## src/rtl/addsub_pipe_fu_if.sv

```systemverilog
// addsub_pipe_fu_if: bundle between the add-class reservation station / CDB
// arbiter side (master) and the add/sub/compare functional unit (slave).
//   in_valid/in_ready   issue handshake from the reservation station
//   in_op/in_a/in_b     operation (00 add, 01 sub, 10 slt, 11 sltu) and operands
//   in_tag              destination reservation-station tag
//   flush               discard all in-flight operations
//   cdb_req/cdb_grant   result broadcast handshake with the CDB arbiter
//   cdb_data/tag/ovf    result, its tag, signed overflow (add/sub only)
//   occupancy           number of valid pipeline stages
interface addsub_pipe_fu_if #(
  parameter int WIDTH  = 32,
  parameter int TAG_W  = 4,
  parameter int STAGES = 2
);
  localparam int OCC_W = $clog2(STAGES + 1);

  logic             in_valid;
  logic             in_ready;
  logic [1:0]       in_op;
  logic [WIDTH-1:0] in_a;
  logic [WIDTH-1:0] in_b;
  logic [TAG_W-1:0] in_tag;
  logic             flush;
  logic             cdb_req;
  logic             cdb_grant;
  logic [WIDTH-1:0] cdb_data;
  logic [TAG_W-1:0] cdb_tag;
  logic             cdb_ovf;
  logic [OCC_W-1:0] occupancy;

  modport master (
    output in_valid, in_op, in_a, in_b, in_tag, flush, cdb_grant,
    input  in_ready, cdb_req, cdb_data, cdb_tag, cdb_ovf, occupancy
  );

  modport slave (
    input  in_valid, in_op, in_a, in_b, in_tag, flush, cdb_grant,
    output in_ready, cdb_req, cdb_data, cdb_tag, cdb_ovf, occupancy
  );
endinterface

```

## src/rtl/addsub_pipe_fu.sv

```systemverilog
// addsub_pipe_fu: pipelined integer add/sub/slt/sltu unit for the Tomasulo
// core. Computes the result combinationally from the issue operands, registers
// it into stage 1 with its tag, delays it through stages 2..STAGES and
// presents stage STAGES on the CDB. Stalled stages compress bubbles; a flush
// clears every valid bit on the next edge.
// Ports:
//   clk   rising-edge clock
//   nRST  asynchronous active-low reset
//   bus   addsub_pipe_fu_if.slave (issue handshake, flush, CDB handshake,
//         result, occupancy)
module addsub_pipe_fu #(
  parameter int WIDTH  = 32,
  parameter int TAG_W  = 4,
  parameter int STAGES = 2
) (
  input  logic              clk,
  input  logic              nRST,
  addsub_pipe_fu_if.slave   bus
);
  localparam int OCC_W = $clog2(STAGES + 1);
  localparam int MSB   = WIDTH - 1;

  typedef enum logic [1:0] {
    OP_ADD  = 2'b00,
    OP_SUB  = 2'b01,
    OP_SLT  = 2'b10,
    OP_SLTU = 2'b11
  } op_e;

  logic [STAGES:1]  v_q, v_d;
  logic [WIDTH-1:0] data_q [1:STAGES];
  logic [WIDTH-1:0] data_d [1:STAGES];
  logic [TAG_W-1:0] tag_q  [1:STAGES];
  logic [TAG_W-1:0] tag_d  [1:STAGES];
  logic [STAGES:1]  ovf_q, ovf_d;

  logic [STAGES:1]  adv;
  logic             in_ready;
  logic             fire;
  logic [OCC_W-1:0] occ;

  op_e              op;
  logic             is_sub;
  logic [WIDTH-1:0] b_eff;
  logic [WIDTH-1:0] sum;
  logic [WIDTH-1:0] res;
  logic             res_ovf;

  assign op = op_e'(bus.in_op);

  // Subtraction uses the inverted operand with carry-in 1, so one overflow
  // rule (equal input signs, differing result sign) covers both add and sub.
  always_comb begin
    is_sub  = (op == OP_SUB);
    b_eff   = is_sub ? ~bus.in_b : bus.in_b;
    sum     = bus.in_a + b_eff + {{(WIDTH-1){1'b0}}, is_sub};
    res     = '0;
    res_ovf = 1'b0;
    unique case (op)
      OP_ADD, OP_SUB: begin
        res     = sum;
        res_ovf = (bus.in_a[MSB] == b_eff[MSB]) && (sum[MSB] != bus.in_a[MSB]);
      end
      OP_SLT:  res[0] = ($signed(bus.in_a) < $signed(bus.in_b));
      OP_SLTU: res[0] = (bus.in_a < bus.in_b);
      default: res = '0;
    endcase
  end

  // A stage may accept new contents when the stage ahead advances or it is empty.
  always_comb begin
    adv         = '0;
    adv[STAGES] = bus.cdb_grant || !v_q[STAGES];
    for (int unsigned i = STAGES - 1; i >= 1; i--) begin
      adv[i] = adv[i+1] || !v_q[i];
    end
  end

  assign in_ready = adv[1] && !bus.flush;
  assign fire     = bus.in_valid && in_ready;

  always_comb begin
    v_d    = v_q;
    data_d = data_q;
    tag_d  = tag_q;
    ovf_d  = ovf_q;
    for (int unsigned i = STAGES; i >= 2; i--) begin
      if (adv[i]) begin
        v_d[i] = v_q[i-1];
        if (v_q[i-1]) begin
          data_d[i] = data_q[i-1];
          tag_d[i]  = tag_q[i-1];
          ovf_d[i]  = ovf_q[i-1];
        end
      end
    end
    if (adv[1]) begin
      v_d[1] = fire;
      if (fire) begin
        data_d[1] = res;
        tag_d[1]  = bus.in_tag;
        ovf_d[1]  = res_ovf;
      end
    end
    if (bus.flush) begin
      v_d = '0;
    end
  end

  always_ff @(posedge clk or negedge nRST) begin
    if (!nRST) begin
      v_q   <= '0;
      ovf_q <= '0;
      for (int unsigned i = 1; i <= STAGES; i++) begin
        data_q[i] <= '0;
        tag_q[i]  <= '0;
      end
    end else begin
      v_q    <= v_d;
      ovf_q  <= ovf_d;
      data_q <= data_d;
      tag_q  <= tag_d;
    end
  end

  always_comb begin
    occ = '0;
    for (int unsigned i = 1; i <= STAGES; i++) begin
      occ = occ + OCC_W'(v_q[i]);
    end
  end

  assign bus.in_ready  = in_ready;
  assign bus.cdb_req   = v_q[STAGES];
  assign bus.cdb_data  = data_q[STAGES];
  assign bus.cdb_tag   = tag_q[STAGES];
  assign bus.cdb_ovf   = ovf_q[STAGES];
  assign bus.occupancy = occ;
endmodule

```

## src/flat_wrapper.sv

```systemverilog
// flat-port wrapper written by rule: the top's interface ports become plain ports
module addsub_pipe_fu_flat 
#(
  parameter int WIDTH  = 32,
  parameter int TAG_W  = 4,
  parameter int STAGES = 2
)
  (clk, nRST, bus_in_valid, bus_in_op, bus_in_a, bus_in_b, bus_in_tag, bus_flush, bus_cdb_grant, bus_in_ready, bus_cdb_req, bus_cdb_data, bus_cdb_tag, bus_cdb_ovf, bus_occupancy);
  addsub_pipe_fu_if #(.WIDTH(WIDTH), .TAG_W(TAG_W), .STAGES(STAGES)) bus_i ();
  input  logic clk;
  input  logic nRST;
  input wire logic [$bits(bus_i.in_valid)-1:0] bus_in_valid;
  input wire logic [$bits(bus_i.in_op)-1:0] bus_in_op;
  input wire logic [$bits(bus_i.in_a)-1:0] bus_in_a;
  input wire logic [$bits(bus_i.in_b)-1:0] bus_in_b;
  input wire logic [$bits(bus_i.in_tag)-1:0] bus_in_tag;
  input wire logic [$bits(bus_i.flush)-1:0] bus_flush;
  input wire logic [$bits(bus_i.cdb_grant)-1:0] bus_cdb_grant;
  output wire logic [$bits(bus_i.in_ready)-1:0] bus_in_ready;
  output wire logic [$bits(bus_i.cdb_req)-1:0] bus_cdb_req;
  output wire logic [$bits(bus_i.cdb_data)-1:0] bus_cdb_data;
  output wire logic [$bits(bus_i.cdb_tag)-1:0] bus_cdb_tag;
  output wire logic [$bits(bus_i.cdb_ovf)-1:0] bus_cdb_ovf;
  output wire logic [$bits(bus_i.occupancy)-1:0] bus_occupancy;
  assign bus_i.in_valid = bus_in_valid;
  assign bus_i.in_op = bus_in_op;
  assign bus_i.in_a = bus_in_a;
  assign bus_i.in_b = bus_in_b;
  assign bus_i.in_tag = bus_in_tag;
  assign bus_i.flush = bus_flush;
  assign bus_i.cdb_grant = bus_cdb_grant;
  assign bus_in_ready = bus_i.in_ready;
  assign bus_cdb_req = bus_i.cdb_req;
  assign bus_cdb_data = bus_i.cdb_data;
  assign bus_cdb_tag = bus_i.cdb_tag;
  assign bus_cdb_ovf = bus_i.cdb_ovf;
  assign bus_occupancy = bus_i.occupancy;
  addsub_pipe_fu #(.WIDTH(WIDTH), .TAG_W(TAG_W), .STAGES(STAGES)) u_core (.clk(clk), .nRST(nRST), .bus(bus_i));
endmodule
```

## config.mk

```make
export PLATFORM = sky130hd
export DESIGN_NAME = addsub_pipe_fu_flat
export DESIGN_NICKNAME = d
export VERILOG_FILES = /design/src/rtl/addsub_pipe_fu_if.sv /design/src/rtl/addsub_pipe_fu.sv /design/src/flat_wrapper.sv
export SDC_FILE = /design/constraint.sdc
export NUM_CORES = 1
export LEC_CHECK = 0
export CAP_MARGIN = 10
export CORE_AREA = 2 2 124 126
export DETAILED_ROUTE_END_ITERATION = 10
export DIE_AREA = 0 0 126 128
export HOLD_SLACK_MARGIN = 0.1
export PLACE_DENSITY_LB_ADDON = 0.25
export SLEW_MARGIN = 20
export SYNTH_ARGS = -nofsm -noshare
export SYNTH_HDL_FRONTEND = slang
export SYNTH_SLANG_ARGS = --single-unit
```

## constraint.sdc

```tcl
create_clock -name clk -period 2.3 [get_ports clk]
set_input_delay 0.345 -clock clk [delete_from_list [all_inputs] [get_ports clk]]
set_output_delay 0.345 -clock clk [all_outputs]
set_load 0.02 [all_outputs]
```

==> impl_metrics.json <==
{
  "status": "finished, violations left",
  "violations": "setup timing",
  "path_delay_family": "compound AO/OA/AOI/OAI gates",
  "worst_slack_ps": -363.4,
  "ys_warn_count": 0,
  "cts_buffer_depth": 2,
  "coreArea_um2": 14860,
  "setup_violations": 21,
  "min_period_ps": 2663,
  "drc": 0,
  "powerDensity_nw_per_um2": 674.0,
  "overflow": 0,
  "die_h_um": 128,
  "wl_per_cell_um": 16.40,
  "grt_max_degree": 40,
  "net-switching-power_mw": 2.020,
  "yosysTopAreaCellShare_pct": 32.96,
  "critical_path_required_ps": 2540,
  "synthArstFlopShare_pct": 100.0,
  "cap_violations": 0,
  "clock-sinks": 76,
  "dieArea_um2": 16130,
  "yosys-top-cells-area": "dfrtp_1, ha_1, mux2_2",
  "yosys.area.top_type": "dfrtp_1",
  "clk_pin_slew_worst_paths_ps": 60,
  "initialDrtViolationCount": 173,
  "arrival_ps": 2900,
  "cts_htree_levels": 3,
  "initial_core_util_pct": 38.81,
  "pre_cts_ws_ps": -1137,
  "power_frac_comb_pct": 45.7,
  "path_cells": "buf_6, inv_4, nand2_4, buf_12, xnor2_1, ha_1, and3_4, and2_4, o41ai_4, a31oi_2, a31o_1, buf_4, buf_6, nor2_4, xnor2_1, a22o_1",
  "nets": 942,
  "dr.pass1.iters": 4,
  "worstHoldPathType": "in2reg",
  "timing.slew.headroom_pct": 64.44,
  "fin_util_pct": 59.84,
  "setup_tns_ps": -5124,
  "placed_cell_area_um2": 7864,
  "rsz0062_at_grt": "true",
  "holdPathStages": 4,
  "ir_drop_v": 0.0003650,
  "io_pins": 116,
  "endpoint_kind": "flop",
  "ys_dominant_reg_cell": "dfrtp_1",
  "cts_tree": "built",
  "critPathBufInv": 5,
  "grt_usage_pct": 20.27,
  "ant_nets": 0,
  "die_x_um": 126,
  "syn_avg_cell_area_um2": 9.845,
  "syn_inst": 586,
  "power.leakage_nw": 4.373,
  "num_rows": 45,
  "synthTopCellsByCount": "dfrtp_1, ha_1, xnor2_1",
  "port_buffers": 115,
  "fin_area_um2": 8895,
  "grt_antenna_before_repair": 0,
  "syn_to_final_growth_pct": 54.17,
  "gp_congestion": 0.9397,
  "synth_edf_count": 0,
  "whs_ps": 343.7,
  "wl_um": 16340,
  "final_cells": 996,
  "cp_max_fo": 12,
  "start_kind": "primary input",
  "power.share.sequential_pct": 30.3,
  "critPathKind": "in2reg",
  "cts_root_buffer": "clkbuf_16",
  "fmax_mhz": 375.5,
  "clkPwrFrac_pct": 24.0,
  "hold_viol_final": 0,
  "yosysSeqAreaShare_pct": 32.96,
  "worstMarginPinSlew_ps": 520.0,
  "place_inst": 954,
  "cts-buffers-inserted": 9,
  "cp_slowest_cell": "o41ai_4",
  "via_per_inst": 5.166,
  "max_stage_delay_ps": 330,
  "cp.depth": 16,
  "synth_area_um2": 5769,
  "fill_cells": 1257,
  "drive_above_1_share_pct": 37.75,
  "finalCritPeriodShare_pct": 115.8,
  "p_int_mw": 3.975,
  "yosysMostFrequentCell": "dfrtp_1",
  "via_count": 5145,
  "synth_seq_cells": 76,
  "clock_latency_ps": 350,
  "yosysUniqueCellTypes": 59,
  "switching_share_pct": 33.70,
  "fin_worst_skew_ps": 7.072,
  "num_antenna_cells": 0,
  "hpwl_um": 12640,
  "grt_pass1_vias": 5384,
  "drv_slew": 0,
  "grt_first_pass_wirelength_um": 26080,
  "r2r_cells": 7,
  "power_mw": 5.995,
  "synth_fp_nets": 725
}
layer usage:
| metal | track usage (%) | routed length (µm) |
|---|---|---|
| met1 | 24.95 | 6986 |
| met2 | 36.27 | 8482 |
| met3 | 2.963 | 518 |
| met4 | 7.111 | 350 |
| met5 | 0 | 0 |
cell type report:
type / instances / area (µm²) / area share, %
flip-flops and latches: 76 / 1902 / 21.38
clock buffers: 9 / 225.2 / 2.532
multi-input cells: 412 / 3940 / 44.30
well taps: 188 / 235.2 / 2.645
clock inverters: 7 / 76.32 / 0.8581
inverters: 45 / 176.4 / 1.983
repair buffers: 259 / 2340 / 26.30
final timing paths:
path,startpoint,end,slack [ps]
min,bus_in_op[1],u_core.data_q[32]$_DFFE_PN0P_,340
max reg2reg,u_core.v_q[2]$_DFFE_PN0P_,u_core.data_q[36]$_DFFE_PN0P_,240
max,bus_in_op[1],u_core.data_q[61]$_DFFE_PN0P_,-360
min reg2reg,u_core.data_q[34]$_DFFE_PN0P_,u_core.data_q[34]$_DFFE_PN0P_,490
max in group asynchronous,nRST,u_core.data_q[42]$_DFFE_PN0P_,1200
min in group asynchronous,nRST,u_core.bus.cdb_tag[2]$_DFFE_PN0P_,510
worst reg2reg max path, stage by stage (launching register included):
cell       delay (ps)
dfrtp_1           400
nor2b_1           160
a21oi_1           200
nand2_1           270
buf_4             260
a2111oi_0         420
buf_4             200
a21o_1             80
layout by cell type, fill, tap and decap left out, types with 4 or more instances in the layout:
cell and n:
buf_4 131, dfrtp_1 76, clkbuf_16 9, xnor2_2 4
mux2_2 42, o21a_1 9, o21ai_0 9, a21oi_4 4
ha_4 9, o21bai_1 5, nand4_1 11, a21oi_1 20
nor2_2 5, ha_1 53, nand3_1 4, a22o_1 26
a21o_1 15, and3_1 4, clkbuf_2 7, xnor2_1 44
o21ai_2 8, nand2_1 23, dlymetal6s2s_1 24, dlygate4sd2_1 9
clkdlybuf4s50_1 67, xor2_1 5, inv_1 42, a21oi_2 16
buf_6 13, buf_12 5, nor2_1 17
repair_timing:
action	CTS	global route
pin swaps	48	42
endpoints found under the setup margin	31	25
gates resized for setup	90	97
setup buffers	17	8
hold endpoints to repair	37	0
hold buffers	1	0
cell families after synthesis:
family / count (synthesis) / synth area share [%]
AND/OR/NAND/NOR: 93 / 7.981
AO/OA/AOI/OAI: 155 / 19.26
multiplexers: 44 / 8.545
flip-flops: 76 / 32.96
adder cells (fa/ha/maj): 64 / 14.01
buffers and inverters: 98 / 8.740
XOR/XNOR: 56 / 8.501
power by group through the flow:
stage,combinational (mW),clock (mW),sequential (mW)
after floorplan,1.61,0,1.77
after global placement,2.41,0,1.83
after detailed placement,2.45,0,1.85
after CTS,2.63,1.48,1.82
after global routing,2.95,1.54,1.85
final,2.74,1.44,1.82
sequential cells by signal, summed over array words and instances, names as in the netlist:
name	cells
u_core.data_q	32
u_core.tag_q	4
u_core.ovf_q	2
u_core.bus.cdb_tag	4
u_core.v_q	2
u_core.bus.cdb_data	32
No activity file was read; power rests on OpenSTA's default activity.
